--- src/rtl/div_pkg.sv ---
// div_pkg: shared types and constants for the iterative divider.
// Optional feature macro used by div_unit: DIV_EARLY_OUT_EN.
package div_pkg;

  // Default operand width of the MIPS datapath.
  localparam int DIV_WIDTH = 32;

  // Counter must hold the value WIDTH itself.
  localparam int DIV_CNT_W = $clog2(DIV_WIDTH + 1);

  // Divide-by-zero quotient: every bit set.
  localparam logic DIV_ZERO_QUOT_BIT = 1'b1;

  // State encodings.
  localparam logic [1:0] ST_IDLE = 2'd0;
  localparam logic [1:0] ST_BUSY = 2'd1;
  localparam logic [1:0] ST_DONE = 2'd2;

  typedef enum logic [1:0] {
    IDLE = ST_IDLE,
    BUSY = ST_BUSY,
    DONE = ST_DONE
  } div_state_e;

endpackage

--- src/rtl/div_step.sv ---
// div_step: one combinational radix-2 restoring division step.
// Invariant: rem_i < divisor_i, so the remainder always fits in WIDTH bits.
module div_step #(
  parameter int WIDTH = 32
) (
  input  logic [WIDTH-1:0] rem_i,
  input  logic [WIDTH-1:0] quot_i,
  input  logic [WIDTH:0]   divisor_i,
  output logic [WIDTH-1:0] rem_o,
  output logic [WIDTH-1:0] quot_o
);

  logic [WIDTH:0]   rem_sh;
  logic [WIDTH+1:0] trial;

  // Shift {rem, quot} left, try subtracting the divisor, keep it if non-negative.
  always_comb begin
    rem_sh = {rem_i, quot_i[WIDTH-1]};
    trial  = {1'b0, rem_sh} - {1'b0, divisor_i};
    quot_o = {quot_i[WIDTH-2:0], 1'b0};
    rem_o  = rem_sh[WIDTH-1:0];
    // A successful trial is always below the divisor, so bit WIDTH is zero too.
    if (trial[WIDTH+1:WIDTH] == 2'b00) begin
      rem_o     = trial[WIDTH-1:0];
      quot_o[0] = 1'b1;
    end
  end

endmodule

--- src/rtl/div_unit.sv ---
// div_unit: iterative restoring divider for the E stage (DIV / DIVU).
// Produces {remainder, quotient} for HI/LO and stalls the pipeline while busy.
// Optional macro DIV_EARLY_OUT_EN: skip iteration when the divisor is zero
// or the dividend magnitude is below the divisor magnitude.
module div_unit
  import div_pkg::*;
#(
  parameter int WIDTH = DIV_WIDTH
) (
  input  logic               clk,
  input  logic               rst,
  input  logic               divE,
  input  logic               signed_divE,
  input  logic               flushE,
  input  logic [WIDTH-1:0]   srcaE,
  input  logic [WIDTH-1:0]   srcbE,
  output logic [2*WIDTH-1:0] div_resultE,
  output logic               div_readyE,
  output logic               div_stallE
);

  localparam int CNT_W = (WIDTH == DIV_WIDTH) ? DIV_CNT_W : $clog2(WIDTH + 1);
  localparam logic [WIDTH-1:0] QUOT_DIV0 = {WIDTH{DIV_ZERO_QUOT_BIT}};
  localparam logic [WIDTH-1:0] QUOT_NONE = {WIDTH{1'b0}};

  div_state_e         state_q, state_d;
  logic [CNT_W-1:0]   cnt_q, cnt_d;
  logic [WIDTH-1:0]   rem_q, rem_d;
  logic [WIDTH-1:0]   quot_q, quot_d;
  logic [WIDTH:0]     divisor_q, divisor_d;
  logic               neg_quot_q, neg_quot_d;
  logic               neg_rem_q, neg_rem_d;
  logic               div0_q, div0_d;
  logic [2*WIDTH-1:0] result_q, result_d;

  logic [WIDTH-1:0]   step_rem, step_quot;
  logic [WIDTH-1:0]   fix_rem, fix_quot;
  logic [WIDTH-1:0]   mag_a;
  logic [WIDTH:0]     ext_b, mag_b;
  logic               stall, ready;
`ifdef DIV_EARLY_OUT_EN
  logic               early_out;
`endif

  div_step #(.WIDTH(WIDTH)) u_step (
    .rem_i    (rem_q),
    .quot_i   (quot_q),
    .divisor_i(divisor_q),
    .rem_o    (step_rem),
    .quot_o   (step_quot)
  );

  // Operand magnitudes. The dividend magnitude is read as unsigned, so WIDTH
  // bits already hold |most negative|; the divisor keeps an extra bit.
  always_comb begin
    mag_a = (signed_divE && srcaE[WIDTH-1]) ? (~srcaE + 1'b1) : srcaE;
    ext_b = {signed_divE & srcbE[WIDTH-1], srcbE};
    mag_b = ext_b[WIDTH] ? (~ext_b + 1'b1) : ext_b;
`ifdef DIV_EARLY_OUT_EN
    early_out = (srcbE == QUOT_NONE) || ({1'b0, mag_a} < mag_b);
`endif
  end

  // Sign correction applied to the output of the final iteration.
  always_comb begin
    fix_rem  = neg_rem_q ? (~step_rem + 1'b1) : step_rem;
    fix_quot = div0_q ? QUOT_DIV0 : (neg_quot_q ? (~step_quot + 1'b1) : step_quot);
  end

  // Next-state, datapath update and handshake outputs.
  always_comb begin
    state_d    = state_q;
    cnt_d      = cnt_q;
    rem_d      = rem_q;
    quot_d     = quot_q;
    divisor_d  = divisor_q;
    neg_quot_d = neg_quot_q;
    neg_rem_d  = neg_rem_q;
    div0_d     = div0_q;
    result_d   = result_q;
    stall      = 1'b0;
    ready      = 1'b0;
    case (state_q)
      IDLE: begin
        // Reset gates the combinational stall so all outputs read zero in reset.
        stall = divE & ~flushE & rst;
        if (divE && !flushE) begin
          rem_d      = '0;
          quot_d     = mag_a;
          divisor_d  = mag_b;
          neg_quot_d = signed_divE & (srcaE[WIDTH-1] ^ srcbE[WIDTH-1]);
          neg_rem_d  = signed_divE & srcaE[WIDTH-1];
          div0_d     = (srcbE == QUOT_NONE);
          cnt_d      = CNT_W'(WIDTH);
          state_d    = BUSY;
`ifdef DIV_EARLY_OUT_EN
          if (early_out) begin
            state_d  = DONE;
            result_d = {srcaE, (srcbE == QUOT_NONE) ? QUOT_DIV0 : QUOT_NONE};
          end
`endif
        end
      end
      BUSY: begin
        stall = 1'b1;
        if (flushE) begin
          state_d = IDLE;
        end else begin
          rem_d  = step_rem;
          quot_d = step_quot;
          cnt_d  = cnt_q - 1'b1;
          if (cnt_q == CNT_W'(1)) begin
            state_d  = DONE;
            result_d = {fix_rem, fix_quot};
          end
        end
      end
      DONE: begin
        // divE is still the same instruction here; never restart from DONE.
        ready   = ~flushE;
        state_d = IDLE;
      end
      default: state_d = IDLE;
    endcase
  end

  // State and datapath registers with asynchronous active-low reset.
  always_ff @(posedge clk or negedge rst) begin
    if (!rst) begin
      state_q    <= IDLE;
      cnt_q      <= '0;
      rem_q      <= '0;
      quot_q     <= '0;
      divisor_q  <= '0;
      neg_quot_q <= 1'b0;
      neg_rem_q  <= 1'b0;
      div0_q     <= 1'b0;
      result_q   <= '0;
    end else begin
      state_q    <= state_d;
      cnt_q      <= cnt_d;
      rem_q      <= rem_d;
      quot_q     <= quot_d;
      divisor_q  <= divisor_d;
      neg_quot_q <= neg_quot_d;
      neg_rem_q  <= neg_rem_d;
      div0_q     <= div0_d;
      result_q   <= result_d;
    end
  end

  assign div_resultE = result_q;
  assign div_readyE  = ready;
  assign div_stallE  = stall;

endmodule

--- config.mk ---
export PLATFORM = sky130hd
export DESIGN_NAME = div_unit
export DESIGN_NICKNAME = d
export VERILOG_FILES = /design/src/rtl/div_pkg.sv /design/src/rtl/div_step.sv /design/src/rtl/div_unit.sv
export SDC_FILE = /design/constraint.sdc
export NUM_CORES = 1
export LEC_CHECK = 0
export CAP_MARGIN = 15
export CORE_UTILIZATION = 30
export CTS_CLUSTER_DIAMETER = 80
export DETAILED_ROUTE_END_ITERATION = 10
export PLACE_DENSITY = 0.46
export SLEW_MARGIN = 40
export SYNTH_ARGS = -nofsm -noshare
export SYNTH_HDL_FRONTEND = slang
export SYNTH_SLANG_ARGS = --single-unit
--- constraint.sdc ---
create_clock -name clk -period 12.1 [get_ports clk]
set_input_delay 3.025 -clock clk [delete_from_list [all_inputs] [get_ports clk]]
set_output_delay 3.025 -clock clk [all_outputs]
set_load 0.02 [all_outputs]
Yosys cells after proc, flatten, opt, wreduce, memory -nomap -nowiden
Cells that the tools add are included.
Storage, ports and cells
  register bits: 172
  output and inout bits: 66
  logic and storage cells: 65
  input port bits: 69
Cells by class
  add/subtract/negate cells: 6
  bitwise gates (word level): 11
  equal/unequal tests: 6
  reduce and logical (&&, ||, !) cells: 11
  multiplexer cells: 22
Operators with widths (count)
  $mux W32: 9
  $pmux W32 S2: 2
  $add A32 B1 Y32 const B: 3
  $not A32 Y32: 3
  $sub A33 B33 Y34: 1
  $add A33 B1 Y33 const B: 1
  $mux W33: 1
  $not A33 Y33: 1
  $logic_not A32 Y1: 1
  $mux W6: 2
  $pmux W6 S2: 1
  $eq A6 B1 Y1 const B: 1
  $mux W2: 3
  $reduce_and A3 Y1: 2
  $sub A6 B1 Y6 const B: 1
  $and A1 B1 Y1: 5
  $logic_not A2 Y1: 2
  $ne A2 B2 Y1 const B: 2
  $pmux W2 S2: 1
  $reduce_and A2 Y1: 2
  $ne A3 B3 Y1 const B: 1
  $eq A2 B1 Y1 const B: 1
  $eq A2 B2 Y1 const B: 1
  $logic_and A1 B1 Y1: 2
  other kinds (6): 7

Longest topological paths before layout
Gate-level depths: netlist of run 1.
  depth in word-level cells: 7
  depth in mapped cells: 24
  mapped depth without buffers: 21

By module
Synthesis of run 1 repeated with hierarchy kept, for this count alone.
Unflattened totals
  cell total of the unflattened synthesis: 1389
  area total of the unflattened synthesis: 11977.7 um^2
By module, submodules not included
  div_unit: times used 1, area each 9308.9 um^2, cells each 1052
  div_step: times used 1, area each 2668.8 um^2, cells each 337

Worst setup path before layout of run 1
Ideal clock, no wire load.
  path kind: input -> output
  from: input port flushE
  to: output port div_readyE
  path slack: 5532 ps
  arrival time: 3543 ps
  path buffers: 0
  cell stages on the path: 1
  cells stage by stage: nor3b_1
Between the ends
  word-level cells in the longest chain between the ends: 2
Ends and longest elaborated chain
  from (decl): line div_unit.sv:14  | input logic flushE,
  $not A1 Y1 (no line)
  $mux W1: line div_unit.sv:83  | case (state_q)
  to (decl): line div_unit.sv:18  | output logic div_readyE,
No other way between the ends.

Worst setup path after layout of run 1
  from: input port rst
  to: output port div_stallE
Between the ends
  word-level cells in the longest chain between the ends: 2
Ends and longest elaborated chain
  from (decl): line div_unit.sv:11  | input logic rst,
  $and A1 B1 Y1: line div_unit.sv:86  | stall = divE & ~flushE & rst;
  $pmux W1 S2: line div_unit.sv:83
  to (decl): line div_unit.sv:19  | output logic div_stallE
No other way between the ends.

==> results of run 1 <==
==> flip-flops by register name, summed over array words and instances, names as in the netlist <==
register / flops
div0_q: 1
divisor_q: 33
cnt_q: 6
rem_q: 32
neg_rem_q: 1
div_resultE: 64
neg_quot_q: 1
quot_q: 32
state_q: 2
==> cell families (layout without fill, tap and decap cells) <==
family | count (synthesis) | after routing | synth area share [%]
xor+xnor | 133 | 133 | 9.33
compound gates | 482 | 482 | 23.7
flops | 172 | 172 | 34.5
buf+inv | 137 | 240 | 4.49
mux | 25 | 25 | 2.06
simple gates | 580 | 580 | 21.9
fa+ha+maj | 40 | 40 | 4.07
==> per-stage QoR <==
| step | area (um2) | worst slack [ns] | power, mW | hold WS, ns |
|---|---|---|---|---|
| after floorplan | 12500 | 5.53 | 1.65 | 0.450 |
| after global placement | 14300 | 4.43 | 2.15 | 0.452 |
| after detailed placement | 14300 | 4.44 | 2.16 | 0.471 |
| after CTS | 14900 | 4.43 | 2.74 | 0.486 |
| after global routing | 14900 | 4.32 | 2.90 | 0.502 |
| final | 14900 | 4.45 | 2.70 | 0.476 |
==> final cells by class <==
type / instances / area [um2] / area share, %
sequential: 172 / 4310 / 28.9
multi-input combinational: 1260 / 7670 / 51.5
timing repair buffer: 149 / 1470 / 9.84
clock buffer: 24 / 502 / 3.37
inverter: 59 / 221 / 1.49
clock inverter: 8 / 71.3 / 0.479
tap: 532 / 666 / 4.47
==> layout by cell type (no fill, tap or decap), drive strengths merged, types with 7 or more instances in the layout <==
| cell | instances |
|---|---|
| nand2 | 232 |
| o21ai | 193 |
| dfrtp | 172 |
| nor2 | 142 |
| clkdlybuf4s50 | 133 |
| a21oi | 126 |
| xor2 | 68 |
| inv | 66 |
| xnor2 | 65 |
| nor3 | 40 |
| ha | 39 |
| nand3 | 26 |
| or3 | 24 |
| clkbuf | 24 |
| o31ai | 23 |
| mux2i | 19 |
| or4 | 18 |
| nor4 | 18 |
| and2 | 17 |
| a21o | 16 |
| o41ai | 16 |
| buf | 16 |
| o31a | 14 |
| a31oi | 13 |
| or2 | 12 |
| o22ai | 11 |
| o211ai | 10 |
| nand4 | 9 |
| o21a | 8 |
| and3 | 7 |
| nand2b | 7 |
==> routing by layer <==
metal | track usage [%] | wire length (um)
met3 | 3.06 | 1370
met2 | 34.4 | 20600
met1 | 24.5 | 17900
met5 | 0 | 0
met4 | 4.99 | 705
==> synth_stat cells (all sizes together) (8+ instances only) <==
master / count / area, um2
nand4: 9 / 56.3
nor4: 18 / 128
nor3: 40 / 200
o31a: 14 / 123
a21oi: 126 / 631
xnor2: 65 / 569
o211ai: 10 / 85.1
nand2: 232 / 871
o41ai: 16 / 163
or4: 18 / 135
dfrtp: 172 / 4300
a31oi: 13 / 81.3
mux2i: 19 / 190
or3: 24 / 155
a21o: 16 / 120
nand3: 26 / 130
o22ai: 11 / 68.8
clkbuf: 56 / 210
ha: 39 / 488
o21ai: 193 / 966
nor2: 142 / 533
and2: 17 / 106
buf: 22 / 129
o31ai: 23 / 178
inv: 59 / 221
xor2: 68 / 596
o21a: 8 / 61.3
or2: 12 / 75.1
==> how the worst min path moves through the flow <==
stage,end,from,slack (ns)
final,div_resultE[51]$_DFFE_PN0P_,div_resultE[51]$_DFFE_PN0P_,0.48
after CTS,div_resultE[51]$_DFFE_PN0P_,div_resultE[51]$_DFFE_PN0P_,0.49
after global routing,div_resultE[42]$_DFFE_PN0P_,div_resultE[42]$_DFFE_PN0P_,0.50
after detailed placement,div_resultE[51]$_DFFE_PN0P_,div_resultE[51]$_DFFE_PN0P_,0.47
after floorplan,divisor_q[10]$_DFFE_PN0P_,divisor_q[10]$_DFFE_PN0P_,0.45
after global placement,div_resultE[54]$_DFFE_PN0P_,div_resultE[54]$_DFFE_PN0P_,0.45
==> power breakdown <==
group | switching, mW | internal, mW
clock network | 0.262 | 0.297
registers | 0.160 | 0.757
logic | 0.716 | 0.508
==> critical path, cell delays in order <==
cell	delay (ns)
buf_6	0.46
a31oi_1	0.24
nor2_1	0.17
clkdlybuf4s50_1	0.62
==> reports/results.txt, run 1 <==
The post-detailed-route count of antenna-violating nets came out at 0. The tools report the number of antenna violations at the first check in global routing as 0. The endpoint of the most critical setup path was div_stallE.

In this run the critical register-to-register path is captured at div_resultE[28]$_DFFE_PN0P_. The global route total overflow is 0, and the number of setup violations in the final report is 0. The logs give 9.07 ns for the data required time of the worst path and 172 for the clock sink total.

The critical path is of the in2out type. IR analysis of the VDD net gives a maximum drop of 0.0000679 V. Synthesis produced 1569 cells. The number of I/O port buffers is 134. For this run, the number of Yosys warnings is 0. The number of cells on the worst reg-to-reg path is 20, and the final critical path time including I/O delays and setup is 7.65 ns. Setup repair after global routing left no endpoint under its margin.

The total nets after synthesis came out at 1678. The beginning of the critical path is rst. The worst setup path is launched from a primary input. Along the worst path, the maximum fanout reaches 64. The number of instances in the placed design came out at 2172. The synthesized area per cell is 7.96 um2, and the number of buffers between clock root and the deepest sink is 2. The clock tree skew after final layout is 0.0142 ns. TritonCTS created 17 clock buffers.

The first global-routing pass estimated 63500 um of wire. The logs give 74 for the number of placement rows and 36.4% for the share of the core filled with cells. For this run, design rule violations remaining after detail routing come to 0. The tools report the overall die area as 42400 um2. The count of cells in the finished layout, fillers not included, comes to 2204.

The detailed router finished its first iteration with 729 violations. Post-CTS timing repair inserted 0 buffers for setup. The area of the placeable core came out at 40900 um2. Register bit total from synthesis: 172. Starting density of the core: 30.5%. The number of hold buffers added after CTS was 0. The routed layout has 11532 vias. Summed over all failing endpoints, the final setup total negative slack is 0 ns.

The run gives 40600 um as the routed wire length. The root buffer cell chosen for the clock tree is clkbuf_16. The routed via count divided by cell count came out at 5.23. The number of failing hold endpoints at the final stage is 0, and the global-route usage over all layers is 19.5%. The run finished with clean final reports.

The fmax is 0.131 GHz, and the slew at the pin with the worst max-slew slack is 0.788 ns. Start of the worst register-to-register path: rem_q[4]$_DFFE_PN0P_. TritonCTS built the clock tree. Counting flops with an async set or reset pin after synthesis yields a share of 100%. For this run, the detailed router's first-pass iteration total came to 5.

Detailed placement ended at an HPWL of 30900 um. The sequential fraction of the synthesis area is 34.5%, and the insertion delay of the later-clocked pin in the worst-skew pair is 0.45 ns. The repair_antennas step left the layout with diodes totalling 0. The worst min-delay path category was reg2reg.

At the end of routability-driven placement, the weighted congestion stood at 0.898. The number of distinct library cells after synthesis is 81. The tools report the arrival time at the worst endpoint as 4.62 ns. The synthesized design contains 0 enable-type register cells. The largest net degree at the start of global routing is 72.

Main flop type after synthesis: dfrtp_1. The count of cells resized by post-cts repair was 0; the number of global-route vias before repair was 11221. Clock-pin slew was measured on the worst setup and hold paths at 0.06 ns. Pin placement for this block handled 135 I/O pins. For the number of levels in the clock H-tree, the log shows 4. The share of final-layout standard cells stronger than drive strength 1 is 5.62%. Average detailed-routed wire length per instance: 18.4 um. The final number of max-transition violations is 0, and the area of the mapped netlist is 12500 um2.

The worst setup path is captured at a primary output. The register-to-register setup slack was 5.61 ns; the count of max-cap constraint violations was 0. The die is 206 um wide. The cell leakage power was 6.27 nW; the power density relative to cell area was 181 nW/um2.

In this run the tightest slew margin relative to its limit is 47.0%. The layout has 4308 filler cells. Post-synthesis to final-layout area growth: 19.3%.

Along the worst hold path, the cell count comes to 2. The number of nets in the finished design was 1768; the vertical extent of the die was 206 um. The final critical path takes up 63.2% of the cycle.
Note: power is estimated with default switching activity, not from simulation.
==> inputs of run 2 (changes only) <==
- clock period: 12.1 -> 7.1 ns (I/O delays scaled with it)
==> reports/results.txt, run 2 (synthesized netlist as in run 1, its figures left out) <==
For this run, the detailed router's first-pass iteration total came to 7. The worst setup path is launched from a flop. The root buffer cell chosen for the clock tree is clkbuf_16. For the post-detailed-route count of antenna-violating nets, the log shows 0. The run gives 7680 um2 as the total area of multi-input combinational cells.

The library cell used most frequently in the layout, excluding fill and tap cells, is nand2_1. Cells with a size suffix above 1 make up 5.69% of the layout. Setup repair after global routing left no endpoint under its margin. In this run the power density over the cells is 314 nW/um2. Summed over all cells, the static leakage comes to 6.28 nW. The number of nets in the finished design is 1767, and the count of filler cells inserted in the layout is 4375.

Clock-pin slew was measured on the worst setup and hold paths at 0.07 ns. The global-route track usage on met3 was 3.03%; the final weighted congestion in routability-driven placement was 0.911. Critical path start-end classification: reg2reg. In this run the worst hold path is classified as reg2reg. For the starting density of the core, the log shows 30.5%. The final critical path time including I/O delays and setup came out at 5.62 ns.

CTS built an H-tree with a depth of 4. STA puts the critical path data required time at 7.40 ns. After detailed routing, the total wire length is 42600 um.

The average detailed-routed wire length per instance is 19.3 um, and the global routing usage on met1 is 25.5%. For the fmax, the log shows 0.178 GHz. The setup check on the worst reg-to-reg path leaves a slack of 1.48 ns. The die is 206 um tall.

Leaving out filler cells and counting taps, the final layout contains 2204. The final number of max-transition violations was 0. For this run the aggregate overflow at the end of global routing stands at 0. Dividing the detail-routed via count by the number of cells gives 5.24. In the routed design, unresolved DRC markers number 0. The number of global-route vias before repair is 11593. The core region is 40900 um2.

The number of instances in the placed design is 2171. The number of flip-flops in the largest register was 64. The logs give 11557 for the total number of vias and 0 for the count of max-cap constraint violations. The tools report the met2 capacity usage during global routing as 37.2%.

In this run the critical register-to-register path is captured at div_resultE[30]$_DFFE_PN0P_. The tools report the area taken by flip-flops and latches as 4310 um2. Start of the worst register-to-register path: rem_q[4]$_DFFE_PN0P_. In the global route stage, overall resource usage came out at 20.5%. The first global-routing pass estimated 66600 um of wire.

Headroom to the max-slew limit came out at 40.5%. The run gives 0 as the number of setup violations in the final report. The horizontal die dimension was 206 um. The tools report the end of the worst hold path as div_resultE[55]$_DFFE_PN0P_.

Summed over all nets, the half-perimeter wirelength after detailed placement is 32500 um. The initialized floorplan defines 74 standard-cell rows. The post-synthesis to final-layout area growth was 19.7%; the number of buffers between clock root and the deepest sink was 2. The number of I/O port buffers came out at 134. The tools report the starting DRC count in detailed routing as 538. The startpoint identified for the worst hold timing path is div_resultE[55]$_DFFE_PN0P_. For the final routed database, the setup TNS stands at 0 ns. The instance count along the most critical hold path was 2. The floorplan step defined a die boundary enclosing 42400 um2. Of all nets on the critical path, the largest fanout is 13.

For the pin with the worst max-slew slack, the measured transition is 0.884 ns. The total clock buffers created by CTS is 17. TritonCTS built the clock tree. The logs give 1.51 ns for the post-place setup slack and 0 for the number of failing hold endpoints at the final stage. Count of pins on the block boundary: 135. Counting cells, the worst reg-to-reg path comes to 17. After clock tree synthesis, the setup repair step added 0 buffers.

Clock latency on the worst-skew pair, taken at its later pin, is 0.46 ns. STA classifies the critical path endpoint as a flop. The most crowded layer after global routing is met2. The worst path meets setup with 1.48 ns of slack.

The tools report the arrival time at the worst endpoint as 5.92 ns. Entering global routing, the biggest net connects 66 pins. Gates resized during post-CTS repair numbered 0. For this design, the CTS-stage hold fixing added 0 buffers. The run finished with clean final reports.

The clock arrives with 0.0212 ns of skew. Cells fill 36.5% of the core in the end. The tree built by TritonCTS fans out to 172 sinks. The number of antenna violations at the first check in global routing is 0, and the peak supply drop is 0.000139 V.

Leaving out fill and tap cells, the most frequent cells in the layout are nand2_1, o21ai_0, dfrtp_1. After layout, the worst path uses 79.2% of the clock period.
[run 2: cell count changes in the layout (fill, tap and decap cells not counted), sizes merged]
cell      delta
bufinv       +2
clkinv       +2
diode        +1
inv          -1
clkbuf       -4
clkinvlp     +1
buf          -1
[run 2: worst max-delay path by stage]
stage,start,to,slack (ns),depth (start not counted)
finish,rem_q[4]$_DFFE_PN0P_,div_resultE[30]$_DFFE_PN0P_,1.48,17
global route,rem_q[15]$_DFFE_PN0P_,div_resultE[54]$_DFFE_PN0P_,1.08,17
detailed placement,rem_q[4]$_DFFE_PN0P_,div_resultE[28]$_DFFE_PN0P_,1.51,18
global placement,rem_q[16]$_DFFE_PN0P_,div_resultE[26]$_DFFE_PN0P_,1.65,18
CTS,rem_q[4]$_DFFE_PN0P_,div_resultE[28]$_DFFE_PN0P_,1.44,18
floorplan,rem_q[22]$_DFFE_PN0P_,div_resultE[30]$_DFFE_PN0P_,1.95,20
[run 2: layout make-up]
cell class	instances	share of cell area (%)
Clock buffer	20	3.05
Tap cell	532	4.45
Antenna cell	1	0.0167
Multi-Input combinational cell	1260	51.3
Clock inverter	12	1.00
Inverter	59	1.48
Sequential cell	172	28.8
Timing Repair Buffer	148	9.86
[run 2: worst max-delay path, stage by stage, from the launching register on]
cell	delay (ns)
dfrtp_1	0.44
ha_1	0.41
a21oi_1	0.44
nand2_1	0.13
o21ai_1	0.25
o211ai_1	0.24
a311o_1	0.44
o21a_2	0.25
inv_2	0.22
ha_1	0.24
nand2_1	0.07
or3_1	0.32
or2_2	0.34
or4_1	0.48
or4_1	0.57
o41ai_1	0.35
xor2_1	0.19
a21oi_1	0.09
[run 2: metal layers]
layer | share of wire, % | routed length [um]
met1 | 44 | 18800
met2 | 52 | 22000
met3 | 3.1 | 1310
met4 | 1.1 | 476
met5 | 0 | 0
[run 2: power breakdown]
part	switching, mW	internal (mW)	leakage [nW]
sequential	0.275	1.29	2.16
combinational	1.25	0.869	3.82
clock	0.460	0.549	0.297
total	1.99	2.71	6.28
[run 2: metrics by stage]
| stage | hold slack [ns] | power, mW | instance area [um2] |
|---|---|---|---|
| finish | 0.479 | 4.69 | 15000 |
| global route | 0.515 | 5.03 | 15000 |
| CTS | 0.486 | 4.75 | 14900 |
| detailed placement | 0.460 | 3.71 | 14300 |
| global placement | 0.455 | 3.70 | 14300 |
| floorplan | 0.450 | 2.82 | 12500 |
==> inputs of run 3 (changes only) <==
- PLACE_DENSITY: 0.46 -> 0.47
- clock period: 7.1 -> 5.15 ns (I/O delays scaled with it)
==> reports/results.txt, run 3 (synthesized netlist as in run 1, its figures left out) <==
Before antenna repair, the detailed router went through 7 iterations. The most numerous cell type found on the critical path is or4_4. Horizontal die dimension: 206 um. The tools report the total power of the final layout as 6.59 mW.

The worst-case IR drop observed on VDD is 0.000199 V. Clock tree synthesis found a total of 172 sinks. Walking the worst path, the cells encountered are inv_1 -> ha_2 -> fa_2 -> nor2b_4 -> o31a_1 -> o21ai_2 -> o211ai_1 -> a311o_1 -> o21a_2 -> clkinv_4 -> ha_4 -> nand2_1 -> or3_1 -> or2_2 -> or4_4 -> or4_4 -> o21ai_4 -> buf_4 -> xor2_1 -> a21oi_1.

The area growth from synthesis to layout is 25.4%. The share of final-layout standard cells stronger than drive strength 1 was 10.9%; the post-detailed-route count of antenna-violating nets was 0. For the number of global-route vias before repair, the log shows 11735. The run finished with clean final reports. The slew at the pin with the worst max-slew slack was 0.822 ns. The number of antenna diodes in the final layout is 0. The startpoint identified for the worst hold timing path is div_resultE[49]$_DFFE_PN0P_. The run gives 135 as the count of pins on the block boundary. The run gives 17 as the total clock buffers created by CTS.

TritonCTS built the clock tree. Headroom to the max-slew limit came out at 43.8%. Across the routed clock network, the largest skew measured is 0.0118 ns. The final critical-path share of the clock period is 96.3%.

The count of placed standard cells in the final layout, fillers left out came out at 2293. At the end of the flow the core is filled with cells to 38.3%. The library cell used most frequently in the layout, excluding fill and tap cells, is nand2_1. Before CTS, the worst setup slack after placement is -0.0212 ns. The tools report the start of the worst register-to-register path as quot_q[31]$_DFFE_PN0P_. During placement, the flow inserted port buffers numbering 134. For the first-pass GRT wire length, the log shows 68700 um.

Once the floorplan was initialized, standard cells occupied 30.5% of the core. The net count of the finished layout is 1858. For this design the static power due to leakage is 6.72 nW. The power density relative to cell area is 421 nW/um2, and the number of setup violations in the final report is 0. The register-to-register setup slack is 0.19 ns, and the number of failing hold endpoints at the final stage is 0. For this block, the initial DRC count from the detailed router was 704.

The logs give 44600 um for the routed wire length and 0.937 for the final weighted congestion in routability-driven placement. The root buffer cell chosen for the clock tree is clkbuf_16. In the layout the commonest cells are nand2_1, o21ai_0, dfrtp_1.

The total number of vias was 12098; the number of antenna violations at the first check in global routing was 0. For the setup slack of the critical path after layout, the log shows 0.190 ns. Entering global routing, the biggest net connects 69 pins.

The cell with the largest stage delay on the worst path was or4_4. STA classifies the critical path endpoint as a flop. For this design, the CTS-stage hold fixing added 0 buffers.

Dividing the detail-routed via count by the number of cells gives 5.28. The number of flip-flops in the largest register was 64. The path class of the tightest hold or removal check is reg2reg.

The final critical path time including I/O delays and setup works out to 4.96 ns. In this run the number of H-tree levels came out at 4. Global routing consumed, over all layers together, 21.4% of the routing resources. The global route total overflow came out at 0. Setup repair after global routing left no endpoint under its margin. After detailed placement, the design holds a cell count of 2259.

The register clock-pin slew on the reported worst setup and hold paths came out at 0.07 ns. For this run, the top clock speed supported by timing is 0.202 GHz. For this run, design rule violations remaining after detail routing come to 0. The data required time of the worst path came out at 5.46 ns. The final number of max-transition violations came out at 0. The vertical extent of the die works out to 206 um. Beginning of the critical path: quot_q[31]$_DFFE_PN0P_. No sink is reached through more buffers than the 2 on the longest clock path. The critical path start-end classification was reg2reg. STA classifies the critical path startpoint as a flop.

Along the worst path, the maximum fanout reaches 8. Across the run, the number of max-cap violations was 0. Detailed placement ended at an HPWL of 34800 um.

Overall die area: 42400 um2. The floorplan step defined a core boundary enclosing 40900 um2. The largest single stage delay on the critical path is 0.56 ns. At the later pin of the worst-skew pair, clock insertion delay measures 0.45 ns.

After floorplanning, the core was divided into 74 placement rows. Data on the critical path arrives at its endpoint at 5.27 ns. Dividing the detail-routed wire length by the instance count gives 19.5 um.
run 3: cell count changes in the layout (fill, tap and decap cells not counted), moves of 2 or more:
cell,previous run,this run
buf_4,11,102
clkbuf_1,1,3
clkinvlp_4,1,4
ha_1,39,37
inv_2,2,0
inv_8,3,0
o21ai_1,17,14
o21ai_2,0,2
or4_1,18,16
or4_4,0,2
run 3: per-stage QoR:
step	setup TNS [ns]	hold WS, ns	area [um2]
after CTS	0	0.485	15600
final	0	0.478	15700
after detailed placement	-0.0344	0.469	15000
after global placement	0	0.464	15000
after floorplan	0	0.450	12500
after global routing	0	0.504	15700
run 3: layer usage:
metal | up-vias | routed length, um | track usage, %
li1 | 5947 | - | -
met1 | 5834 | 19800 | 27.7
met2 | 272 | 22300 | 37.0
met3 | 45 | 1530 | 2.41
met4 | 0 | 1010 | 6.78
met5 | - | 0 | 0
run 3: cell type report:
| cell class | count | area [um2] |
|---|---|---|
| fill | 4340 | 25300 |
| multi-input combinational | 1260 | 7730 |
| sequential | 172 | 4310 |
| timing repair buffer | 239 | 2150 |
| tap | 532 | 666 |
| clock buffer | 22 | 464 |
| inverter | 59 | 226 |
| clock inverter | 9 | 113 |
run 3: critical path: cells and delay by family, from the launching register on:
| family | cells | cell delay (ns) |
|---|---|---|
| AOI/OAI and AO/OA | 7 | 1.73 |
| buffers and inverters | 3 | 0.28 |
| xor gates and xnor gates | 1 | 0.14 |
| and+or+nand+nor | 6 | 1.73 |
| DFF | 1 | 0.37 |
| adders and majority gates | 3 | 0.57 |
run 3: power breakdown:
part / switching [mW] / internal [mW] / total, mW
clock: 0.596 / 0.741 / 1.34
combinational: 1.77 / 1.34 / 3.11
sequential: 0.369 / 1.78 / 2.15
run 3: timing repair:
item / in CTS / in global routing
setup buffers: 0 / 3
endpoints found under the setup margin: 2 / 14
resized for setup: 1 / 16
pin swaps: 1 / 10
run 3: path summary, 6_finish.rpt:
| check | endpoint | cells after the start |
|---|---|---|
| max reg2reg | div_resultE[24]$_DFFE_PN0P_ | 20 |
| min reg2reg | div_resultE[49]$_DFFE_PN0P_ | 2 |
| max in group asynchronous | quot_q[20]$_DFFE_PN0P_ | 3 |
| max | div_resultE[24]$_DFFE_PN0P_ | 20 |
| min | div_resultE[49]$_DFFE_PN0P_ | 2 |
| min in group asynchronous | rem_q[6]$_DFFE_PN0P_ | 1 |
